**src/rtl/sram_io_scheduler.sv**
```systemverilog
// Round-robin single-port SRAM scheduler between window-loader reads and
// edge-result writes, with per-anchor-step I/O accounting (io_final).
module sram_io_scheduler #(
    parameter int ADDR_BITS    = 16,
    parameter int DATA_BITS    = 8,
    parameter int SRAM_LATENCY = 2
) (
    input  logic                 clk,
    input  logic                 n_rst,
    input  logic                 start,
    input  logic                 stop,
    input  logic                 anchor_moving,
    input  logic [3:0]           step_rd_count,
    input  logic [3:0]           step_wr_count,
    input  logic                 rd_req,
    input  logic [ADDR_BITS-1:0] rd_addr,
    output logic                 rd_grant,
    output logic                 rd_valid,
    output logic [DATA_BITS-1:0] rd_data,
    input  logic                 wr_req,
    input  logic [ADDR_BITS-1:0] wr_addr,
    input  logic [DATA_BITS-1:0] wr_data,
    output logic                 wr_grant,
    output logic                 mem_read,
    output logic                 mem_write,
    output logic [ADDR_BITS-1:0] mem_addr,
    output logic [DATA_BITS-1:0] mem_wdata,
    input  logic [DATA_BITS-1:0] mem_rdata,
    output logic                 io_final
);

    localparam int BW = $clog2(SRAM_LATENCY + 1);

    typedef enum logic [1:0] {
        IDLE,
        STEP,
        COMPLETE
    } state_t;

    state_t        state;
    logic [3:0]    rd_cnt;
    logic [3:0]    wr_cnt;
    logic [4:0]    rd_iss;
    logic [4:0]    wr_iss;
    logic [4:0]    rd_done;
    logic [4:0]    wr_done;
    logic [BW-1:0] busy;
    logic          last_wr;

    logic rd_ok;
    logic wr_ok;
    logic last_beat;
    logic rd_fin;
    logic wr_fin;
    logic fin;

    assign rd_ok = (state == STEP) && (busy == '0) && !stop && rd_req
                   && (rd_iss < {1'b0, rd_cnt});
    assign wr_ok = (state == STEP) && (busy == '0) && !stop && wr_req
                   && (wr_iss < {1'b0, wr_cnt});

    // Ties go to whichever requester was not served last.
    assign rd_grant = rd_ok && (!wr_ok || last_wr);
    assign wr_grant = wr_ok && (!rd_ok || !last_wr);

    assign last_beat = (busy == BW'(1));
    assign rd_fin    = last_beat && mem_read;
    assign wr_fin    = last_beat && mem_write;
    assign fin = ((busy == '0) || last_beat)
                 && ((rd_done + 5'(rd_fin)) == {1'b0, rd_cnt})
                 && ((wr_done + 5'(wr_fin)) == {1'b0, wr_cnt});

    always_ff @(posedge clk or negedge n_rst) begin
        if (!n_rst) begin
            state     <= IDLE;
            rd_cnt    <= '0;
            wr_cnt    <= '0;
            rd_iss    <= '0;
            wr_iss    <= '0;
            rd_done   <= '0;
            wr_done   <= '0;
            busy      <= '0;
            last_wr   <= 1'b1;
            rd_valid  <= 1'b0;
            rd_data   <= '0;
            mem_read  <= 1'b0;
            mem_write <= 1'b0;
            mem_addr  <= '0;
            mem_wdata <= '0;
            io_final  <= 1'b0;
        end else if (stop) begin
            state     <= IDLE;
            busy      <= '0;
            rd_valid  <= 1'b0;
            mem_read  <= 1'b0;
            mem_write <= 1'b0;
            io_final  <= 1'b0;
        end else begin
            rd_valid <= 1'b0;
            unique case (state)
                IDLE: begin
                    if (start) begin
                        state   <= STEP;
                        rd_cnt  <= step_rd_count;
                        wr_cnt  <= step_wr_count;
                        rd_iss  <= '0;
                        wr_iss  <= '0;
                        rd_done <= '0;
                        wr_done <= '0;
                    end
                end
                STEP: begin
                    if (rd_grant || wr_grant) begin
                        mem_read  <= rd_grant;
                        mem_write <= wr_grant;
                        mem_addr  <= rd_grant ? rd_addr : wr_addr;
                        if (wr_grant)
                            mem_wdata <= wr_data;
                        busy    <= BW'(SRAM_LATENCY);
                        last_wr <= wr_grant;
                        rd_iss  <= rd_iss + 5'(rd_grant);
                        wr_iss  <= wr_iss + 5'(wr_grant);
                    end else if (busy != '0) begin
                        busy <= busy - BW'(1);
                        if (last_beat) begin
                            mem_read  <= 1'b0;
                            mem_write <= 1'b0;
                        end
                        if (rd_fin) begin
                            rd_data  <= mem_rdata;
                            rd_valid <= 1'b1;
                            rd_done  <= rd_done + 5'd1;
                        end
                        if (wr_fin)
                            wr_done <= wr_done + 5'd1;
                    end
                    if (fin) begin
                        state    <= COMPLETE;
                        io_final <= 1'b1;
                    end
                end
                COMPLETE: begin
                    if (anchor_moving) begin
                        state    <= STEP;
                        io_final <= 1'b0;
                        rd_cnt   <= step_rd_count;
                        wr_cnt   <= step_wr_count;
                        rd_iss   <= '0;
                        wr_iss   <= '0;
                        rd_done  <= '0;
                        wr_done  <= '0;
                    end
                end
                default: state <= IDLE;
            endcase
        end
    end

endmodule

```
**config.mk**
```make
export PLATFORM = sky130hd
export DESIGN_NAME = sram_io_scheduler
export DESIGN_NICKNAME = d
export VERILOG_FILES = /design/src/rtl/sram_io_scheduler.sv
export SDC_FILE = /design/constraint.sdc
export NUM_CORES = 1
export LEC_CHECK = 0
export BUFFER_PORTS_ARGS = -buffer_cell sky130_fd_sc_hd__buf_2
export CORE_ASPECT_RATIO = 1.4
export CORE_UTILIZATION = 50
export CTS_CLUSTER_SIZE = 40
export DETAILED_ROUTE_END_ITERATION = 8
export GPL_TIMING_DRIVEN = 0
export PLACE_DENSITY = 0.84
export REMOVE_ABC_BUFFERS = 1
export SYNTH_ARGS = -nofsm -noshare
export SYNTH_HDL_FRONTEND = slang
export SYNTH_SLANG_ARGS = --single-unit
export TNS_END_PERCENT = 30
```
**constraint.sdc**
```tcl
create_clock -name clk -period 3.6 [get_ports clk]
set_clock_uncertainty 0.2 [all_clocks]
set_input_delay 0.54 -clock clk [delete_from_list [all_inputs] [get_ports clk]]
set_output_delay 0.54 -clock clk [all_outputs]
set_load 0.02 [all_outputs]
```
==> results.sh, run 1 <==
export IMPL_drcViolationCount=0
export IMPL_dieWidth_um=73.8
export IMPL_ir_drop_v=0.000486
export IMPL_stdcell_count=536
export IMPL_seq_area_frac_synth=0.479
export IMPL_synth_top_area_cell="dfrtp_1"
export IMPL_hold_path_class="in2async"
export IMPL_route_vias_total=2995
export IMPL_required_ps=2860
export IMPL_r2r_end="wr_iss[4]"
export IMPL_design_area_um2=4400
export IMPL_min_period_ps=3410
export IMPL_max_slew_margin=0.401
export IMPL_worst_path_max_fanout=26
export IMPL_setup_viol=0
export IMPL_wl_um=7900
export IMPL_overflow=0
export IMPL_place_inst=518
export IMPL_synth_cell_types=50
export IMPL_die_y_um=103
export IMPL_start_kind="register"
export IMPL_final_nets=517
export IMPL_r2r_setup_slack_ps=400
export IMPL_crit_type="reg2out"
export IMPL_rsz0062_at_grt="no"
export IMPL_final_setup_tns_ps=0
export IMPL_synth_area_per_cell_um2=10.7
export IMPL_startpoint="busy[0]"
export IMPL_arrival_ps=2670
export IMPL_dp_hpwl_um=5480
export IMPL_cts_tree="done"
export IMPL_io_pins=101
export IMPL_power_mw=2.66
export IMPL_timing_final_hold_violations=0
export IMPL_worstSetupEndpointType="output port"
export IMPL_reg2reg_depth=12
export IMPL_cts_buffer_depth=2
export IMPL_async_flop_share=1.00
export IMPL_synth_top_area_frac=0.472
export IMPL_wl_per_cell_um=14.7
export IMPL_ant_nets=0
export IMPL_clockRootBuffer="clkbuf_8"
export IMPL_r2r_start="busy[0]"
export IMPL_vias_per_cell=5.59
export IMPL_ys_warn_count=0
export IMPL_rows=36
export IMPL_drv_slew=0
export IMPL_drt_pass1_iterations=4
export IMPL_fmax_ghz=0.294
export IMPL_port_buffers=100
export IMPL_htreeDepth=3
export IMPL_synth_area_um2=3610
export IMPL_antenna_cells=0
export IMPL_cellLeakagePower_nw=2.11
export IMPL_layout_drive_gt1_share=0.376
export IMPL_groute_usage_overall=0.217
export IMPL_setup_slack_ps=193
export IMPL_cts_buffers=9
export IMPL_synth_seq_cells=69
export IMPL_post_route_period_util=0.946
export IMPL_insertion_delay_ps=350
export IMPL_fin_util=0.630
export IMPL_drtIter0Drc=184
export IMPL_grt_max_degree=70
export IMPL_place_area_um2=4160
export IMPL_synthTopCellsByCount="dfrtp_1 (68), o21ai_0 (31), nand2_1 (29)"
export IMPL_synth_edf_count=0
export IMPL_synthFlopType="dfrtp_1"
export IMPL_p_per_area_nw_per_um2=605
export IMPL_tightestPinTransition_ps=897
export IMPL_antenna_found_initial=0
export IMPL_status="finished clean"
export IMPL_coreArea_um2=6980
export IMPL_place_congestion=0.835
export IMPL_synthCells=338
export IMPL_cp_endpoint="wr_grant"
export IMPL_cts_sinks=69
export IMPL_area_growth_pct=21.8
export IMPL_start_util=0.517
export IMPL_dieArea_um2=7570
export IMPL_synth_most_common_cell="dfrtp_1"
export IMPL_grt_pass1_vias=2811
export IMPL_clkTransAtPathRegs_ps=80
export IMPL_dpl_worst_slack_ps=-275
export IMPL_maxCapViolCount=0
export IMPL_grt_pass1_wl_um=12300
export IMPL_synthTopCellsByArea="dfrtp_1 (47%), ha_1 (6.2%), mux2_2 (5.0%)"
export IMPL_fin_hold_ws_ps=103
==> report_power, final <==
group          internal [mW]  leakage, nW  switching (mW)  total [mW]
logic                  0.432         1.15           0.547       0.979
registers              0.979        0.872           0.131        1.11
clock network          0.287       0.0857           0.284       0.571
==> sequential cells by signal (all words and copies together) (netlist names) <==
| signal | flops |
|---|---|
| mem_addr | 16 |
| mem_wdata | 8 |
| rd_data | 8 |
| rd_done | 5 |
| rd_iss | 5 |
| wr_done | 5 |
| wr_iss | 5 |
| rd_cnt | 4 |
| wr_cnt | 4 |
| busy | 2 |
| state | 2 |
| io_final | 1 |
| last_wr | 1 |
| mem_read | 1 |
| mem_write | 1 |
| rd_valid | 1 |
==> logic make-up (layout without fill, tap and decap cells) <==
logic type / Yosys count / after routing / share of synthesized area
flip-flops: 69 / 69 / 0.479
adder cells (fa/ha/maj): 18 / 18 / 0.0624
AO/OA/AOI/OAI: 84 / 85 / 0.168
buffers and inverters: 32 / 134 / 0.0423
AND/OR/NAND/NOR: 103 / 103 / 0.155
multiplexers: 21 / 21 / 0.0666
XOR/XNOR: 11 / 11 / 0.0267
==> layout by cell type, fill, tap and decap left out, types with 2 or more instances in the layout <==
cell / count
buf_2: 99
dfrtp_1: 68
o21ai_0: 31
nand2_1: 29
or3_1: 21
ha_1: 18
mux2_2: 16
a21oi_1: 16
o221a_2: 16
inv_1: 14
nand3_1: 11
clkbuf_8: 11
nor2_1: 10
xor2_1: 6
xnor2_1: 5
nand2b_1: 4
nor3_1: 4
mux2i_1: 3
nand3b_1: 3
nand4b_1: 3
nand4_1: 3
nor2b_1: 3
a2111o_1: 3
nor4_1: 3
buf_4: 3
mux2_4: 2
or2_2: 2
o2111a_1: 2
clkbuf_1: 2
clkinvlp_4: 2
==> how the worst min path moves through the flow <==
stage	start	end	slack (ps)	cells after the start
finish	n_rst	mem_addr[7]	100	1
global route	step_rd_count[0]	rd_cnt[0]	170	3
CTS	n_rst	mem_wdata[4]	120	1
detailed placement	rd_data[7]	rd_data[7]	290	1
global placement	mem_wdata[0]	mem_wdata[0]	280	1
floorplan	n_rst	busy[0]	40	0
==> area by class of cell <==
| type | instances | area [um^2] |
|---|---|---|
| clock inverter | 3 | 20.0 |
| inverter | 15 | 56.3 |
| timing repair buffer | 103 | 529 |
| clock buffer | 13 | 159 |
| tap | 95 | 119 |
| multi-input combinational | 238 | 1780 |
| sequential | 69 | 1730 |
| fill | 530 | 2590 |
==> what timing repair did <==
action	in CTS	in global routing
setup buffers	1	0
pin swaps	1	1
cloned	0	1
setup endpoints to repair	10	1
hold buffers	0	0
hold endpoints to repair	0	0
gates resized for setup	5	1
==> worst max-delay path, stage by stage (launching register included) <==
cell and delay [ps]:
dfrtp_1 400, inv_1 90, ha_1 310, inv_2 90, nor3_4 340, o2111a_2 450, a21o_4 360, inv_1 100
buf_2 170
==> per-layer routing <==
| metal | track usage | part of all wire |
|---|---|---|
| met3 | 0.0596 | 0.053 |
| met5 | 0 | 0 |
| met4 | 0.0947 | 0.014 |
| met1 | 0.254 | 0.41 |
| met2 | 0.371 | 0.52 |
(Power assumes the default switching activity.)
==> run 2, diff against run 1 <==
- RECOVER_POWER: not set -> 50
==> results.sh, run 2 (synthesis gave the netlist of run 1 again) <==
export IMPL_clockRootBuffer="clkbuf_8"
export IMPL_violations="max-capacitance violations, max-slew violations"
export IMPL_cts_tree="done"
export IMPL_status="complete, but fails checks"
export IMPL_cts_buffers=9
export IMPL_regMostFlops="mem_addr"
export IMPL_port_buffers=100
export IMPL_setup_viol=0
export IMPL_ir_drop_v=0.000484
export IMPL_coreArea_um2=6980
export IMPL_grt_max_degree=70
export IMPL_timing_final_hold_violations=0
export IMPL_start_kind="register"
export IMPL_place_area_um2=4160
export IMPL_tightestPinTransition_ps=1680
export IMPL_max_slew_margin=-0.118
export IMPL_hold_path_class="in2reg"
export IMPL_route_vias_total=2983
export IMPL_worst_path_max_fanout=26
export IMPL_mostFrequentLayoutCell="buf_2"
export IMPL_htreeDepth=3
export IMPL_io_pins=101
export IMPL_cts_buffer_depth=2
export IMPL_cellLeakagePower_nw=2.06
export IMPL_drcViolationCount=0
export IMPL_rsz0062_at_grt="no"
export IMPL_insertion_delay_ps=350
export IMPL_wl_um=7860
export IMPL_wl_per_cell_um=14.7
export IMPL_p_per_area_nw_per_um2=603
export IMPL_dr_wl_met3_um=410
export IMPL_vias_per_cell=5.57
export IMPL_antenna_found_initial=0
export IMPL_required_ps=2860
export IMPL_area_growth_pct=21.1
export IMPL_layout_common_cells="buf_2 (81), dfrtp_1 (68), o21ai_0 (31)"
export IMPL_fin_hold_ws_ps=181
export IMPL_dieArea_um2=7570
export IMPL_wl_met2_um=4110
export IMPL_worstSetupEndpointType="output port"
export IMPL_fmax_ghz=0.294
export IMPL_highest_layer="met4"
export IMPL_arrival_ps=2660
export IMPL_place_inst=518
export IMPL_dieWidth_um=73.8
export IMPL_place_congestion=0.835
export IMPL_post_route_period_util=0.944
export IMPL_drt_pass1_iterations=4
export IMPL_min_period_ps=3400
export IMPL_start_util=0.517
export IMPL_die_y_um=103
export IMPL_overflow=0
export IMPL_grt_pass1_wl_um=12300
export IMPL_ant_nets=0
export IMPL_groute_usage_overall=0.217
export IMPL_drv_slew=70
export IMPL_drtIter0Drc=200
export IMPL_final_nets=517
export IMPL_dp_hpwl_um=5480
export IMPL_hold_start="step_rd_count[0]"
export IMPL_startpoint="busy[0]"
export IMPL_cts_sinks=69
export IMPL_crit_type="reg2out"
export IMPL_final_setup_tns_ps=0
export IMPL_maxCapViolCount=1
export IMPL_largest_register_ffs=16
export IMPL_stdcell_count=536
export IMPL_setup_slack_ps=200
export IMPL_grt_pass1_vias=2811
export IMPL_nFillCells=533
export IMPL_r2r_start="busy[0]"
export IMPL_design_area_um2=4370
export IMPL_layout_drive_gt1_share=0.336
export IMPL_wl_met1_um=3230
export IMPL_antenna_cells=0
export IMPL_clkTransAtPathRegs_ps=80
export IMPL_rows=36
export IMPL_reg_top3="mem_addr (16), mem_wdata (8), rd_data (8)"
export IMPL_dpl_worst_slack_ps=-275
## run 2: changes by cell type in the layout (fill, tap and decap cells not counted), sizes merged
cell,before,now
buf,103,84
clkbuf,13,32
## run 2: per-stage QoR
step / power [mW] / utilization
5_1_grt: 2.79 / 0.626
6_report: 2.64 / 0.626
4_1_cts: 2.67 / 0.626
2_1_floorplan: 1.76 / -
3_3_place_gp: 2.04 / 0.592
3_5_place_dp: 2.08 / 0.596
## run 2: repair_timing
action                     4_1_cts  5_1_grt
resized for setup                5        1
gates cloned                     0        1
setup endpoints to repair       10        1
buffers inserted                 1        0
pin swaps                        1        1
hold buffers                     0        0
## run 2: worst paths after layout
kind                               to  slack [ps]  depth (start not counted)
setup / recovery             wr_grant         200                          8
min in group asynchronous   rd_cnt[1]         430                          1
setup reg to reg            wr_iss[4]         410                         12
max in group asynchronous   wr_cnt[2]        1790                          1
hold reg to reg            rd_data[7]         300                          1
hold / removal              rd_cnt[0]         180                          3
## run 2: area by class of cell
cell class | instances | area [um^2] | area share
repair buffers | 103 | 504 | 0.115
clock inverters | 3 | 20.0 | 0.00458
multi-input cells | 238 | 1780 | 0.408
clock buffers | 13 | 159 | 0.0364
inverters | 15 | 56.3 | 0.0129
well taps | 95 | 119 | 0.0272
flip-flops and latches | 69 | 1730 | 0.395
## run 2: metal layers
metal / track usage / vias to the layer above
met4: 0.0947 / 0
met2: 0.371 / 93
li1: - / 1445
met1: 0.254 / 1435
met3: 0.0596 / 10
met5: 0 / -
## run 2: critical path: stages (launching register included)
cell and delay [ps]:
dfrtp_1 400, inv_1 90, ha_1 310, inv_2 90, nor3_4 340, o2111a_2 450
a21o_4 360, inv_1 100, buf_2 170
## run 2: power by group
group | leakage, nW | switching (mW) | internal, mW | total, mW
logic | 1.10 | 0.545 | 0.408 | 0.953
registers | 0.872 | 0.132 | 0.979 | 1.11
clock network | 0.0857 | 0.284 | 0.287 | 0.571
